File: src/rtl/multicycle_control_unit_pkg.sv
// Shared encodings for the multicycle RV32I controller.
// States, opcodes, mux selects and ALU codes.
package riscv_ctrl_pkg;

    typedef enum logic [3:0] {
        S_FETCH    = 4'd0,
        S_DECODE   = 4'd1,
        S_MEMADR   = 4'd2,
        S_MEMREAD  = 4'd3,
        S_MEMWB    = 4'd4,
        S_MEMWRITE = 4'd5,
        S_EXECUTER = 4'd6,
        S_EXECUTEI = 4'd7,
        S_EXECUTEU = 4'd8,
        S_JALRADR  = 4'd9,
        S_ALUWB    = 4'd10,
        S_BRANCH   = 4'd11,
        S_JAL      = 4'd12
    } state_t;

    typedef enum logic [1:0] {
        ALUOP_ADD   = 2'b00,
        ALUOP_SUB   = 2'b01,
        ALUOP_FUNCT = 2'b10
    } aluop_t;

    localparam logic [6:0] OP_LOAD   = 7'b0000011;
    localparam logic [6:0] OP_STORE  = 7'b0100011;
    localparam logic [6:0] OP_R      = 7'b0110011;
    localparam logic [6:0] OP_I      = 7'b0010011;
    localparam logic [6:0] OP_LUI    = 7'b0110111;
    localparam logic [6:0] OP_JALR   = 7'b1100111;
    localparam logic [6:0] OP_BRANCH = 7'b1100011;
    localparam logic [6:0] OP_JAL    = 7'b1101111;

    localparam logic [2:0] IMM_I = 3'b000;
    localparam logic [2:0] IMM_S = 3'b001;
    localparam logic [2:0] IMM_B = 3'b010;
    localparam logic [2:0] IMM_J = 3'b011;
    localparam logic [2:0] IMM_U = 3'b100;

    localparam logic [1:0] SRCA_PC    = 2'b00;
    localparam logic [1:0] SRCA_OLDPC = 2'b01;
    localparam logic [1:0] SRCA_RD1   = 2'b10;
    localparam logic [1:0] SRCA_ZERO  = 2'b11;

    localparam logic [1:0] SRCB_RD2  = 2'b00;
    localparam logic [1:0] SRCB_IMM  = 2'b01;
    localparam logic [1:0] SRCB_FOUR = 2'b10;

    localparam logic [1:0] RES_ALUOUT = 2'b00;
    localparam logic [1:0] RES_DATA   = 2'b01;
    localparam logic [1:0] RES_ALURES = 2'b10;

    localparam logic [2:0] ALU_ADD = 3'b000;
    localparam logic [2:0] ALU_SUB = 3'b001;
    localparam logic [2:0] ALU_AND = 3'b010;
    localparam logic [2:0] ALU_OR  = 3'b011;
    localparam logic [2:0] ALU_SLT = 3'b101;

    function automatic logic [2:0] imm_src(input logic [6:0] op);
        case (op)
            OP_STORE:  return IMM_S;
            OP_BRANCH: return IMM_B;
            OP_JAL:    return IMM_J;
            OP_LUI:    return IMM_U;
            default:   return IMM_I;
        endcase
    endfunction

endpackage

File: src/rtl/multicycle_control_unit_if.sv
// Controller <-> datapath bundle: IR fields and flags in,
// datapath strobes and selects out.
interface multicycle_control_unit_if #(
    parameter int ALUCTRL_W = 3
);
    logic [6:0]           opcode;
    logic [2:0]           funct3;
    logic                 funct7_5;
    logic                 zero;
    logic                 lt;
    logic                 mem_ready;
    logic                 PCWrite;
    logic                 AdrSrc;
    logic                 MemWrite;
    logic                 IRWrite;
    logic [1:0]           ResultSrc;
    logic [1:0]           ALUSrcA;
    logic [1:0]           ALUSrcB;
    logic [2:0]           ImmSrc;
    logic                 RegWrite;
    logic [ALUCTRL_W-1:0] ALUControl;
    logic                 illegal_instr;
    logic [3:0]           state;

    modport master (
        input  opcode, funct3, funct7_5, zero, lt, mem_ready,
        output PCWrite, AdrSrc, MemWrite, IRWrite, ResultSrc,
        output ALUSrcA, ALUSrcB, ImmSrc, RegWrite, ALUControl,
        output illegal_instr, state
    );

    modport slave (
        output opcode, funct3, funct7_5, zero, lt, mem_ready,
        input  PCWrite, AdrSrc, MemWrite, IRWrite, ResultSrc,
        input  ALUSrcA, ALUSrcB, ImmSrc, RegWrite, ALUControl,
        input  illegal_instr, state
    );
endinterface

File: src/rtl/multicycle_control_unit_alu_decoder.sv
// ALU operation decoder: ALUOp plus funct fields
// to the 3-bit ALUControl code.
module mc_alu_decoder
    import riscv_ctrl_pkg::*;
(
    input  aluop_t     alu_op,
    input  logic [2:0] funct3,
    input  logic       op5,
    input  logic       funct7_5,
    output logic [2:0] alu_ctrl
);

    // op5 separates R-type sub from I-type addi with imm[10] set
    always_comb begin
        alu_ctrl = ALU_ADD;
        unique case (alu_op)
            ALUOP_SUB: alu_ctrl = ALU_SUB;
            ALUOP_FUNCT: begin
                case (funct3)
                    3'b000:  alu_ctrl = (op5 & funct7_5) ? ALU_SUB : ALU_ADD;
                    3'b010:  alu_ctrl = ALU_SLT;
                    3'b110:  alu_ctrl = ALU_OR;
                    3'b111:  alu_ctrl = ALU_AND;
                    default: alu_ctrl = ALU_ADD;
                endcase
            end
            default: alu_ctrl = ALU_ADD;
        endcase
    end

endmodule

File: src/rtl/multicycle_control_unit.sv
// Multicycle RV32I control FSM: sequences fetch..writeback,
// stalls on mem_ready, drives datapath strobes (Moore decode).
module multicycle_control_unit
    import riscv_ctrl_pkg::*;
#(
    parameter int MEM_HANDSHAKE = 1,
    parameter int ALUCTRL_W     = 3
) (
    input logic                      clk,
    input logic                      reset,
    multicycle_control_unit_if.master bus
);

    state_t     state_q;
    state_t     state_d;
    logic       ready;
    logic       taken;
    logic       pc_update;
    logic       branch;
    logic       legal_op;
    aluop_t     alu_op;
    logic [2:0] alu_ctrl;

    // Reset gates ready so enables stay low while held in reset
    assign ready = reset & ((MEM_HANDSHAKE != 0) ? bus.mem_ready : 1'b1);

    // Opcodes the datapath supports
    always_comb begin
        case (bus.opcode)
            OP_LOAD, OP_STORE, OP_R, OP_I,
            OP_LUI, OP_JALR, OP_BRANCH, OP_JAL: legal_op = 1'b1;
            default:                            legal_op = 1'b0;
        endcase
    end

    // Branch condition from funct3; unsigned compares never taken
    always_comb begin
        case (bus.funct3)
            3'b000:  taken = bus.zero;
            3'b001:  taken = ~bus.zero;
            3'b100:  taken = bus.lt;
            3'b101:  taken = ~bus.lt;
            default: taken = 1'b0;
        endcase
    end

    // Next-state logic
    always_comb begin
        state_d = state_q;
        unique case (state_q)
            S_FETCH: if (ready) state_d = S_DECODE;
            S_DECODE: begin
                case (bus.opcode)
                    OP_LOAD, OP_STORE: state_d = S_MEMADR;
                    OP_R:      state_d = S_EXECUTER;
                    OP_I:      state_d = S_EXECUTEI;
                    OP_LUI:    state_d = S_EXECUTEU;
                    OP_JALR:   state_d = S_JALRADR;
                    OP_BRANCH: state_d = S_BRANCH;
                    OP_JAL:    state_d = S_JAL;
                    default:   state_d = S_FETCH;
                endcase
            end
            S_MEMADR:
                state_d = (bus.opcode == OP_STORE) ? S_MEMWRITE : S_MEMREAD;
            S_MEMREAD:  if (ready) state_d = S_MEMWB;
            S_MEMWB:    state_d = S_FETCH;
            S_MEMWRITE: if (ready) state_d = S_FETCH;
            S_EXECUTER: state_d = S_ALUWB;
            S_EXECUTEI: state_d = S_ALUWB;
            S_EXECUTEU: state_d = S_ALUWB;
            S_JALRADR:  state_d = S_JAL;
            S_JAL:      state_d = S_ALUWB;
            S_ALUWB:    state_d = S_FETCH;
            S_BRANCH:   state_d = S_FETCH;
            default:    state_d = S_FETCH;
        endcase
    end

    // State register, asynchronously forced to FETCH
    always_ff @(posedge clk or negedge reset) begin
        if (!reset) state_q <= S_FETCH;
        else        state_q <= state_d;
    end

    // Moore output decode per state
    always_comb begin
        pc_update         = 1'b0;
        branch            = 1'b0;
        alu_op            = ALUOP_ADD;
        bus.AdrSrc        = 1'b0;
        bus.MemWrite      = 1'b0;
        bus.IRWrite       = 1'b0;
        bus.RegWrite      = 1'b0;
        bus.ResultSrc     = RES_ALUOUT;
        bus.ALUSrcA       = SRCA_PC;
        bus.ALUSrcB       = SRCB_RD2;
        bus.illegal_instr = 1'b0;
        unique case (state_q)
            S_FETCH: begin
                bus.ALUSrcB   = SRCB_FOUR;
                bus.ResultSrc = RES_ALURES;
                bus.IRWrite   = ready;
                pc_update     = ready;
            end
            S_DECODE: begin
                bus.ALUSrcA       = SRCA_OLDPC;
                bus.ALUSrcB       = SRCB_IMM;
                bus.illegal_instr = ~legal_op;
            end
            S_MEMADR, S_JALRADR, S_EXECUTEI: begin
                bus.ALUSrcA = SRCA_RD1;
                bus.ALUSrcB = SRCB_IMM;
                if (state_q == S_EXECUTEI) alu_op = ALUOP_FUNCT;
            end
            S_MEMREAD: bus.AdrSrc = 1'b1;
            S_MEMWB: begin
                bus.ResultSrc = RES_DATA;
                bus.RegWrite  = 1'b1;
            end
            S_MEMWRITE: begin
                bus.AdrSrc   = 1'b1;
                bus.MemWrite = 1'b1;
            end
            S_EXECUTER: begin
                bus.ALUSrcA = SRCA_RD1;
                alu_op      = ALUOP_FUNCT;
            end
            S_EXECUTEU: begin
                bus.ALUSrcA = SRCA_ZERO;
                bus.ALUSrcB = SRCB_IMM;
            end
            S_ALUWB: bus.RegWrite = 1'b1;
            S_JAL: begin
                bus.ALUSrcA = SRCA_OLDPC;
                bus.ALUSrcB = SRCB_FOUR;
                pc_update   = 1'b1;
            end
            S_BRANCH: begin
                bus.ALUSrcA = SRCA_RD1;
                alu_op      = ALUOP_SUB;
                branch      = 1'b1;
            end
            default: ;
        endcase
    end

    mc_alu_decoder u_alu_dec (
        .alu_op   (alu_op),
        .funct3   (bus.funct3),
        .op5      (bus.opcode[5]),
        .funct7_5 (bus.funct7_5),
        .alu_ctrl (alu_ctrl)
    );

    // Widen the ALU code; upper bits stay zero
    always_comb begin
        bus.ALUControl      = '0;
        bus.ALUControl[2:0] = alu_ctrl;
    end

    assign bus.PCWrite = pc_update | (branch & taken);
    assign bus.ImmSrc  = imm_src(bus.opcode);
    assign bus.state   = state_q;

endmodule

File: src/flat_wrapper.sv
// flat-port wrapper written by rule: the top's interface ports become plain ports
module multicycle_control_unit_flat import riscv_ctrl_pkg::*;
#(
    parameter int MEM_HANDSHAKE = 1,
    parameter int ALUCTRL_W     = 3
)
  (clk, reset, bus_opcode, bus_funct3, bus_funct7_5, bus_zero, bus_lt, bus_mem_ready, bus_PCWrite, bus_AdrSrc, bus_MemWrite, bus_IRWrite, bus_ResultSrc, bus_ALUSrcA, bus_ALUSrcB, bus_ImmSrc, bus_RegWrite, bus_ALUControl, bus_illegal_instr, bus_state);
  multicycle_control_unit_if #(.ALUCTRL_W(ALUCTRL_W)) bus_i ();
  input logic clk;
  input logic reset;
  input wire logic [$bits(bus_i.opcode)-1:0] bus_opcode;
  input wire logic [$bits(bus_i.funct3)-1:0] bus_funct3;
  input wire logic [$bits(bus_i.funct7_5)-1:0] bus_funct7_5;
  input wire logic [$bits(bus_i.zero)-1:0] bus_zero;
  input wire logic [$bits(bus_i.lt)-1:0] bus_lt;
  input wire logic [$bits(bus_i.mem_ready)-1:0] bus_mem_ready;
  output wire logic [$bits(bus_i.PCWrite)-1:0] bus_PCWrite;
  output wire logic [$bits(bus_i.AdrSrc)-1:0] bus_AdrSrc;
  output wire logic [$bits(bus_i.MemWrite)-1:0] bus_MemWrite;
  output wire logic [$bits(bus_i.IRWrite)-1:0] bus_IRWrite;
  output wire logic [$bits(bus_i.ResultSrc)-1:0] bus_ResultSrc;
  output wire logic [$bits(bus_i.ALUSrcA)-1:0] bus_ALUSrcA;
  output wire logic [$bits(bus_i.ALUSrcB)-1:0] bus_ALUSrcB;
  output wire logic [$bits(bus_i.ImmSrc)-1:0] bus_ImmSrc;
  output wire logic [$bits(bus_i.RegWrite)-1:0] bus_RegWrite;
  output wire logic [$bits(bus_i.ALUControl)-1:0] bus_ALUControl;
  output wire logic [$bits(bus_i.illegal_instr)-1:0] bus_illegal_instr;
  output wire logic [$bits(bus_i.state)-1:0] bus_state;
  assign bus_i.opcode = bus_opcode;
  assign bus_i.funct3 = bus_funct3;
  assign bus_i.funct7_5 = bus_funct7_5;
  assign bus_i.zero = bus_zero;
  assign bus_i.lt = bus_lt;
  assign bus_i.mem_ready = bus_mem_ready;
  assign bus_PCWrite = bus_i.PCWrite;
  assign bus_AdrSrc = bus_i.AdrSrc;
  assign bus_MemWrite = bus_i.MemWrite;
  assign bus_IRWrite = bus_i.IRWrite;
  assign bus_ResultSrc = bus_i.ResultSrc;
  assign bus_ALUSrcA = bus_i.ALUSrcA;
  assign bus_ALUSrcB = bus_i.ALUSrcB;
  assign bus_ImmSrc = bus_i.ImmSrc;
  assign bus_RegWrite = bus_i.RegWrite;
  assign bus_ALUControl = bus_i.ALUControl;
  assign bus_illegal_instr = bus_i.illegal_instr;
  assign bus_state = bus_i.state;
  multicycle_control_unit #(.MEM_HANDSHAKE(MEM_HANDSHAKE), .ALUCTRL_W(ALUCTRL_W)) u_core (.clk(clk), .reset(reset), .bus(bus_i));
endmodule
File: config.mk
export PLATFORM = sky130hd
export DESIGN_NAME = multicycle_control_unit_flat
export DESIGN_NICKNAME = d
export VERILOG_FILES = /design/src/rtl/multicycle_control_unit_pkg.sv /design/src/rtl/multicycle_control_unit_if.sv /design/src/rtl/multicycle_control_unit_alu_decoder.sv /design/src/rtl/multicycle_control_unit.sv /design/src/flat_wrapper.sv
export SDC_FILE = /design/constraint.sdc
export NUM_CORES = 1
export LEC_CHECK = 0
export ABC_AREA = 1
export ABC_CLOCK_PERIOD_IN_PS = 1800
export CORE_MARGIN = 2
export CORE_UTILIZATION = 37
export DETAILED_ROUTE_END_ITERATION = 16
export HOLD_SLACK_MARGIN = 0.03
export PLACE_DENSITY = 0.74
export SLEW_MARGIN = 15
export SYNTH_ARGS = -nofsm -noshare
export SYNTH_HDL_FRONTEND = slang
export SYNTH_SLANG_ARGS = --single-unit
File: constraint.sdc
create_clock -name clk -period 1.8 [get_ports clk]
set_input_delay 0.36 -clock clk [delete_from_list [all_inputs] [get_ports clk]]
set_output_delay 0.36 -clock clk [all_outputs]
set_load 0.005 [all_outputs]
==> flow_metrics.tcl, run 1 <==
set metrics [dict create \
    synth_edf_count 0 \
    ctsRootBufferMaster "clkbuf_4" \
    lastStage "global routing" \
    clkSinkCount 4 \
    fp.dieW_um 46.46 \
    async_reset_ff_share_pct 100.0 \
    dp.cells 217 \
    cts_buffers 3 \
    synth_nets 140 \
    yosysWarnings 0 \
    synth_top_area_share_pct 23.08 \
    die_h_um 46.46 \
    grt-worst-endpoint "bus_ALUControl[2]" \
    worst-ep-kind "output port" \
    ys_ff_latch 4 \
    rows 15 \
    synth_cell_type_count 24 \
    start_util_pct 39.05 \
    outcome "stopped before the end" \
    hpwl_um 1972 \
    synthTopCellsByArea "nand2_1, dfrtp_1, nor2_1, inv_1, nor2_4" \
    io_buffers 37 \
    io_pins 38 \
    syn_inst 122 \
    ys.flop_type "dfrtp_1" \
    synth.avg_cell_area_um2 5.466 \
    synth_top_cell_by_area "nand2_1" \
    htreeDepth 1 \
    cts.path.max_buffers 2 \
    tool.error "[ERROR DPL-0038] Utilization greater than 100%, impossible to legalize" \
    synth_area_um2 666.9 \
    synth_seq_area_share_pct 15.01 \
    place_congestion 0.8460 \
    dpl_cell_area_um2 1313 \
    grt_max_degree 7 \
]
[cell families after synthesis]
family | count (synthesis) | synth area share (%)
AO/OA/AOI/OAI | 10 | 9.757
XOR/XNOR | 1 | 1.314
adder cells (fa/ha/maj) | 2 | 3.752
buffers and inverters | 25 | 15.20
flip-flops | 4 | 15.01
AND/OR/NAND/NOR | 80 | 54.97
[metrics by stage]
stage / worst slack [ns] / hold slack (ns) / TNS (ns)
after global placement: -0.4451 / 0.6584 / -3.681
after detailed placement: -0.5145 / 0.6617 / -4.055
after CTS: -0.2494 / 0.4121 / -0.9851
after floorplan: 0.01256 / 0.06441 / 0
[repair_timing]
action	CTS
setup buffers	26
pin swaps	20
hold buffers	0
gates resized for setup	98
gates cloned	0
endpoints found under the setup margin	18
[cells in the mapped netlist (2+ instances only)]
cell type,count
dfrtp_1,4
inv_1,16
nor2_1,18
a21oi_1,2
o211ai_1,2
nor2_4,3
nand2_1,41
nand2_2,2
nand4_1,2
nor2_2,3
inv_2,8
o21ai_0,2
nand3_1,6
nand3b_1,2
ha_1,2
==> inputs of run 2 (changes only) <==
CORE_AREA = 2 2 63 65   (was default)
CORE_MARGIN = default   (was 2)
CORE_UTILIZATION = default   (was 37)
DIE_AREA = 0 0 65 67   (was default)
HOLD_SLACK_MARGIN = default   (was 0.03)
PLACE_DENSITY = default   (was 0.74)
PLACE_DENSITY_LB_ADDON = 0.15   (was default)
==> run 2 against run 1 <==
- the flow now finishes, with violations (negative setup slack)
- synthesized cell count unchanged
- area after synthesis unchanged
==> flow_metrics.tcl, run 2 <==
set metrics [dict create \
    outcome "finished, violations left" \
    violations "negative setup slack" \
    ir_drop_v 0.0003736 \
    drt_wl_total_um 3079 \
    p_int_mw 0.9245 \
    power_frac_comb_pct 78.6 \
    io_pins 38 \
    crit_path_max_fanout 3 \
    hold_slack_ns 0.4685 \
    wl_per_cell_um 10.96 \
    synthTopCellsByArea "nand2_1, dfrtp_1, nor2_1, inv_1, nor2_4" \
    antenna_found_initial 0 \
    syn_inst 122 \
    tightest_slew_ns 0.2712 \
    drive_above_1_share_pct 64.38 \
    dp.cells 247 \
    endpoint_kind "output pin" \
    finalHoldViolCount 0 \
    synth_top_cell_by_area "nand2_1" \
    layout_setup_ws_ns -0.2287 \
    yosysWarnings 0 \
    async_reset_ff_share_pct 100.0 \
    synth_seq_area_share_pct 15.01 \
    ys_ff_latch 4 \
    largest_register_ffs 4 \
    drtPass1Iterations 4 \
    clkSinkCount 4 \
    io_buffers 37 \
    grt_pass1_vias 1178 \
    p_leak_nw 1.043 \
    fmax_mhz 492.9 \
    via_count 1163 \
    cts_buffers 3 \
    drc_errors 0 \
    clk_latency_ns 0.21 \
    cap_violations 0 \
    synth.avg_cell_area_um2 5.466 \
    min_period_over_period_pct 112.7 \
    tritoncts "built" \
    grt_max_degree 7 \
    ant_nets 0 \
    die_area_um2 4355 \
    switching_share_pct 40.55 \
    htreeDepth 1 \
    max_slew_margin_pct 81.84 \
    synth_top_area_share_pct 23.08 \
    rrSetupSlack_ns 0.18 \
    start_util_pct 18.49 \
    clk_pin_slew_ns 0.03 \
    rows 22 \
    finalMaxSlewViolations 0 \
    p_switching_mw 0.6306 \
    power.total_mw 1.555 \
    finalSetupViolCount 8 \
    crit_path_start_kind "flip-flop" \
    fp.dieW_um 65 \
    finClkSkew_ns 0.00009029 \
    synthTopCellsByCount "nand2_1, nor2_1, inv_1" \
    synth_area_um2 666.9 \
    criticalPathCategory "flip-flop to output pin" \
    hp-class "input port to async pin" \
    hpwl_um 2065 \
    multi_input_area_um2 650.6 \
    cts_hold_buf 0 \
    yosysMostFrequentCell "nand2_1" \
    stdcell_count 281 \
    gr-total-overflow 0 \
    final_nets 253 \
    syn2layout_area_growth_pct 174.1 \
    clockPowerShare_pct 11.9 \
    fin_util_pct 50.69 \
    rsz0062_at_grt "yes" \
    core_area_um2 3606 \
    layout_commonest_cell "buf_4" \
    ctsRootBufferMaster "clkbuf_8" \
    die_h_um 67 \
    seqCellArea_um2 100.1 \
    synth_cell_type_count 24 \
    pwr-share-seq_pct 9.5 \
    layout_min_cycle_time_ns 2.029 \
    track_usage_pct 13.93 \
    place_congestion 0.8770 \
    cts.path.max_buffers 2 \
    cp_data_required_time_ns 1.44 \
    synth_edf_count 0 \
    final_cell_mix "buf_4, nand2_1, nand2_2" \
    drt-vias-per-instance 4.139 \
    ys.flop_type "dfrtp_1" \
    fillerInstances 377 \
    grt_pass1_wl_um 4843 \
    synth_nets 140 \
    crit_arrival_ns 1.67 \
    drt_iter0_drc 15 \
    p_per_area_nw_per_um2 850.7 \
    diodes 0 \
]
[run 2: final cells by class]
class                      count  share of cell area [%]
multi-input combinational     93                   35.59
timing repair buffer         109                   47.91
clock buffer                   3                   2.259
tap                           48                   3.285
inverter                      24                   5.476
sequential                     4                   5.476
[run 2: final timing paths]
check / startpoint / endpoint / depth (start not counted)
hold / removal: reset / u_core.bus.state[2] / 2
setup reg to reg: u_core.bus.state[2] / u_core.bus.state[0] / 11
max in group asynchronous: reset / u_core.bus.state[3] / 2
hold reg to reg: u_core.bus.state[0] / u_core.bus.state[1] / 3
min in group clk: u_core.bus.state[0] / u_core.bus.state[1] / 3
setup / recovery: u_core.bus.state[2] / bus_ALUControl[0] / 9
[run 2: stage by stage]
stage          area [µm²]  setup WS (ns)  setup TNS (ns)
2_1_floorplan       666.9        0.01256               0
3_3_place_gp         1394        -0.4500          -4.123
3_5_place_dp         1394        -0.5165          -4.227
4_1_cts              1728        -0.2788          -1.132
5_1_grt              1828        -0.3042          -1.380
6_report             1828        -0.2287         -0.6938
[run 2: worst max-delay path, stage by stage, from the launching register on]
cell and delay, ns:
dfrtp_1 0.40, nor2_2 0.16, inv_2 0.07, nor2_4 0.15, ha_4 0.22, inv_4 0.06
nand2_4 0.06, buf_6 0.12, o2bb2ai_4 0.10, buf_2 0.12
[run 2: timing repair]
action,4_1_cts,5_1_grt
cloned,0,0
buffers inserted,25,10
pin swaps,19,24
setup endpoints to repair,18,17
resized for setup,104,40
[run 2: power by group through the flow]
stage / sequential (mW) / clock [mW] / combinational (mW)
3_3_place_gp: 0.145 / 0 / 1.06
6_report: 0.147 / 0.185 / 1.22
4_1_cts: 0.142 / 0.189 / 1.15
5_1_grt: 0.151 / 0.190 / 1.35
2_1_floorplan: 0.164 / 0 / 0.405
3_5_place_dp: 0.145 / 0 / 1.06
[run 2: cells by family after synthesis]
| logic type | count (synthesis) | share of synthesized area (%) |
|---|---|---|
| AOI/OAI and AO/OA | 10 | 9.757 |
| xor gates and xnor gates | 1 | 1.314 |
| adders and majority gates | 2 | 3.752 |
| buffers and inverters | 25 | 15.20 |
| DFF | 4 | 15.01 |
| and+or+nand+nor | 80 | 54.97 |
[run 2: metal layers]
layer  part of all wire [%]  track usage, %
met1                     39           15.35
met2                     57           27.84
met3                    3.7           1.014
met4                   0.32           4.521
met5                      0               0
(Power assumes the default switching activity.)
==> inputs of run 3 (changes only) <==
ABC_CLOCK_PERIOD_IN_PS = 2500   (was 1800)
CAP_MARGIN = 20   (was default)
REMOVE_ABC_BUFFERS = 1   (was default)
clock period = 2.5 ns   (was 1.8 ns; I/O delays follow)
==> run 3 against run 2 <==
- hold slack gained 0.11 ns
- the run now ends clean
- first-iteration DRC count rose by 53%
- via count is 16% lower
- design area shrank 25%
- clock power down 26%
- critical endpoint is now bus_ImmSrc[2]
- count of clock-buffer cells in the layout is the same
- total power fell by 44%
- sequential power shrank 30%
==> flow_metrics.tcl, run 3 (synthesis results as in run 2) <==
set metrics [dict create \
    grt_pass1_vias 928 \
    power_frac_comb_pct 72.6 \
    rows 22 \
    critical_path.startpoint "bus_opcode[1]" \
    cap_violations 0 \
    fp.dieW_um 65 \
    cp_data_required_time_ns 2.00 \
    crit_arrival_ns 1.91 \
    die_area_um2 4355 \
    cts_hold_buf 0 \
    crit_path_cell_trace "clkdlybuf4s50_1 -> nand2_2 -> nor2_4 -> nand2_1 -> buf_4 -> inv_1 -> clkdlybuf4s50_1" \
    final_area_um2 1365 \
    finClkSkew_ns 0.0001273 \
    crit_path_max_fanout 4 \
    clkSinkCount 4 \
    clockPowerShare_pct 15.6 \
    tightest_slew_ns 0.2093 \
    core_area_um2 3606 \
    finalMaxSlewViolations 0 \
    gr-total-overflow 0 \
    timing.rr.start "u_core.bus.state[1]" \
    grt_pass1_wl_um 3726 \
    layout_min_cycle_time_ns 2.412 \
    dpl_cell_area_um2 1206 \
    clk_pin_slew_ns 0.03 \
    power.total_mw 0.8723 \
    p_per_area_nw_per_um2 639.0 \
    p_leak_nw 0.7622 \
    layout_commonest_cell "nand2_1" \
    die_h_um 67 \
    cts.path.max_buffers 2 \
    critical_path.most_common_cell "clkdlybuf4s50_1" \
    start_util_pct 18.49 \
    critPathMaxStageDelay_ns 0.49 \
    drt_wl_total_um 2332 \
    wl_met3_um 124 \
    max_slew_margin_pct 85.91 \
    fin_util_pct 37.86 \
    wl_per_cell_um 9.840 \
    p_int_mw 0.5115 \
    drtPass1Iterations 4 \
    reg2reg_depth 7 \
    drive_above_1_share_pct 29.10 \
    crit_slowest_cell "clkdlybuf4s50_1" \
    outcome "complete, no violations" \
    min_period_over_period_pct 96.50 \
    drt_iter0_drc 23 \
    via_count 981 \
    ant_nets 0 \
    criticalPathCategory "input port to output pin" \
    tns_ns 0 \
    antenna_found_initial 0 \
    final_nets 209 \
    crit_path_start_kind "input port" \
    htreeDepth 1 \
    place_congestion 0.7749 \
    finalHoldViolCount 0 \
    rrSetupSlack_ns 1.14 \
    hpwl_um 1923 \
    ir_drop_v 0.0001944 \
    final_cell_mix "nand2_1, buf_4, clkdlybuf4s50_1" \
    p_switching_mw 0.3608 \
    endpoint_kind "output pin" \
    drc_errors 0 \
    top_layer "met4" \
    io_pins 38 \
    track_usage_pct 10.75 \
    critPathTopFamily "buffers and inverters" \
    dp_slack_ns -0.05833 \
    cts_buffers 3 \
    pwr-share-seq_pct 11.8 \
    rsz0062_at_grt "yes" \
    largest_register_ffs 4 \
    tritoncts "built" \
    drt-vias-per-instance 4.139 \
    r2r_end "u_core.bus.state[0]" \
    ctsRootBufferMaster "clkbuf_8" \
    path_buf_inv 4 \
    layout_setup_ws_ns 0.08757 \
    wl_met1_um 952 \
    fmax_mhz 414.5 \
    io_buffers 37 \
    finalSetupViolCount 0 \
    met2_wirelength_um 1225 \
    grt_max_degree 7 \
    clk_latency_ns 0.22 \
    diodes 0 \
    hp-class "input port to async pin" \
    switching_share_pct 41.36 \
    syn2layout_area_growth_pct 104.7 \
]
run 3: cell count changes in the layout (fill, tap and decap cells not counted), moves of 7 or more:
cell	before	now
buf_2	10	0
nand2_2	14	4
buf_4	64	28
inv_1	9	16
buf_6	10	0
clkdlybuf4s50_1	9	26
nand2_1	27	39
run 3: per-stage QoR:
| step | hold WS [ns] | std cells |
|---|---|---|
| CTS | 0.5785 | 234 |
| global placement | 0.6918 | 222 |
| floorplan | 0.2044 | 121 |
| detailed placement | 0.6764 | 222 |
| finish | 0.5810 | 237 |
| global route | 0.5975 | 237 |
run 3: what timing repair did:
item	CTS	global route
setup buffers	9	4
pin swaps	3	6
resized for setup	12	9
endpoints found under the setup margin	7	6
run 3: how the worst max path moves through the flow:
stage | endpoint | slack (ns) | cells past startpoint
after detailed placement | bus_illegal_instr | -0.06 | 8
after CTS | bus_ImmSrc[0] | 0.0004 | 8
after floorplan | bus_ALUControl[2] | 0.57 | 8
after global routing | u_core.bus.state[3] | -0.005 | 15
final | bus_ImmSrc[2] | 0.09 | 7
after global placement | bus_illegal_instr | -0.03 | 8
run 3: layer usage:
metal  global-route usage (%)  vias up
li1                         -      515
met2                    20.75       25
met5                        0        -
met1                    11.79      436
met3                    1.014        5
met4                    4.787        0
run 3: cell type report:
class	instances	area [µm²]
flip-flops and latches	4	100.1
multi-input cells	93	495.5
clock buffers	3	41.29
fillers	385	2241
repair buffers	65	578.1
well taps	48	60.06
inverters	24	90.09
run 3: worst register-to-register path, delay by kind of cell, from the launching register on:
kind	cells	cell delay (ns)
AOI/OAI and AO/OA	1	0.07
buffers and inverters	2	0.26
DFF	1	0.39
and+or+nand+nor	4	0.56
run 3: power groups by stage:
| stage | Combinational (mW) | Sequential [mW] | Clock, mW |
|---|---|---|---|
| detailed placement | 0.616 | 0.103 | 0 |
| finish | 0.633 | 0.103 | 0.136 |
| CTS | 0.620 | 0.103 | 0.138 |
| global route | 0.700 | 0.107 | 0.146 |
| global placement | 0.615 | 0.104 | 0 |
| floorplan | 0.269 | 0.128 | 0 |
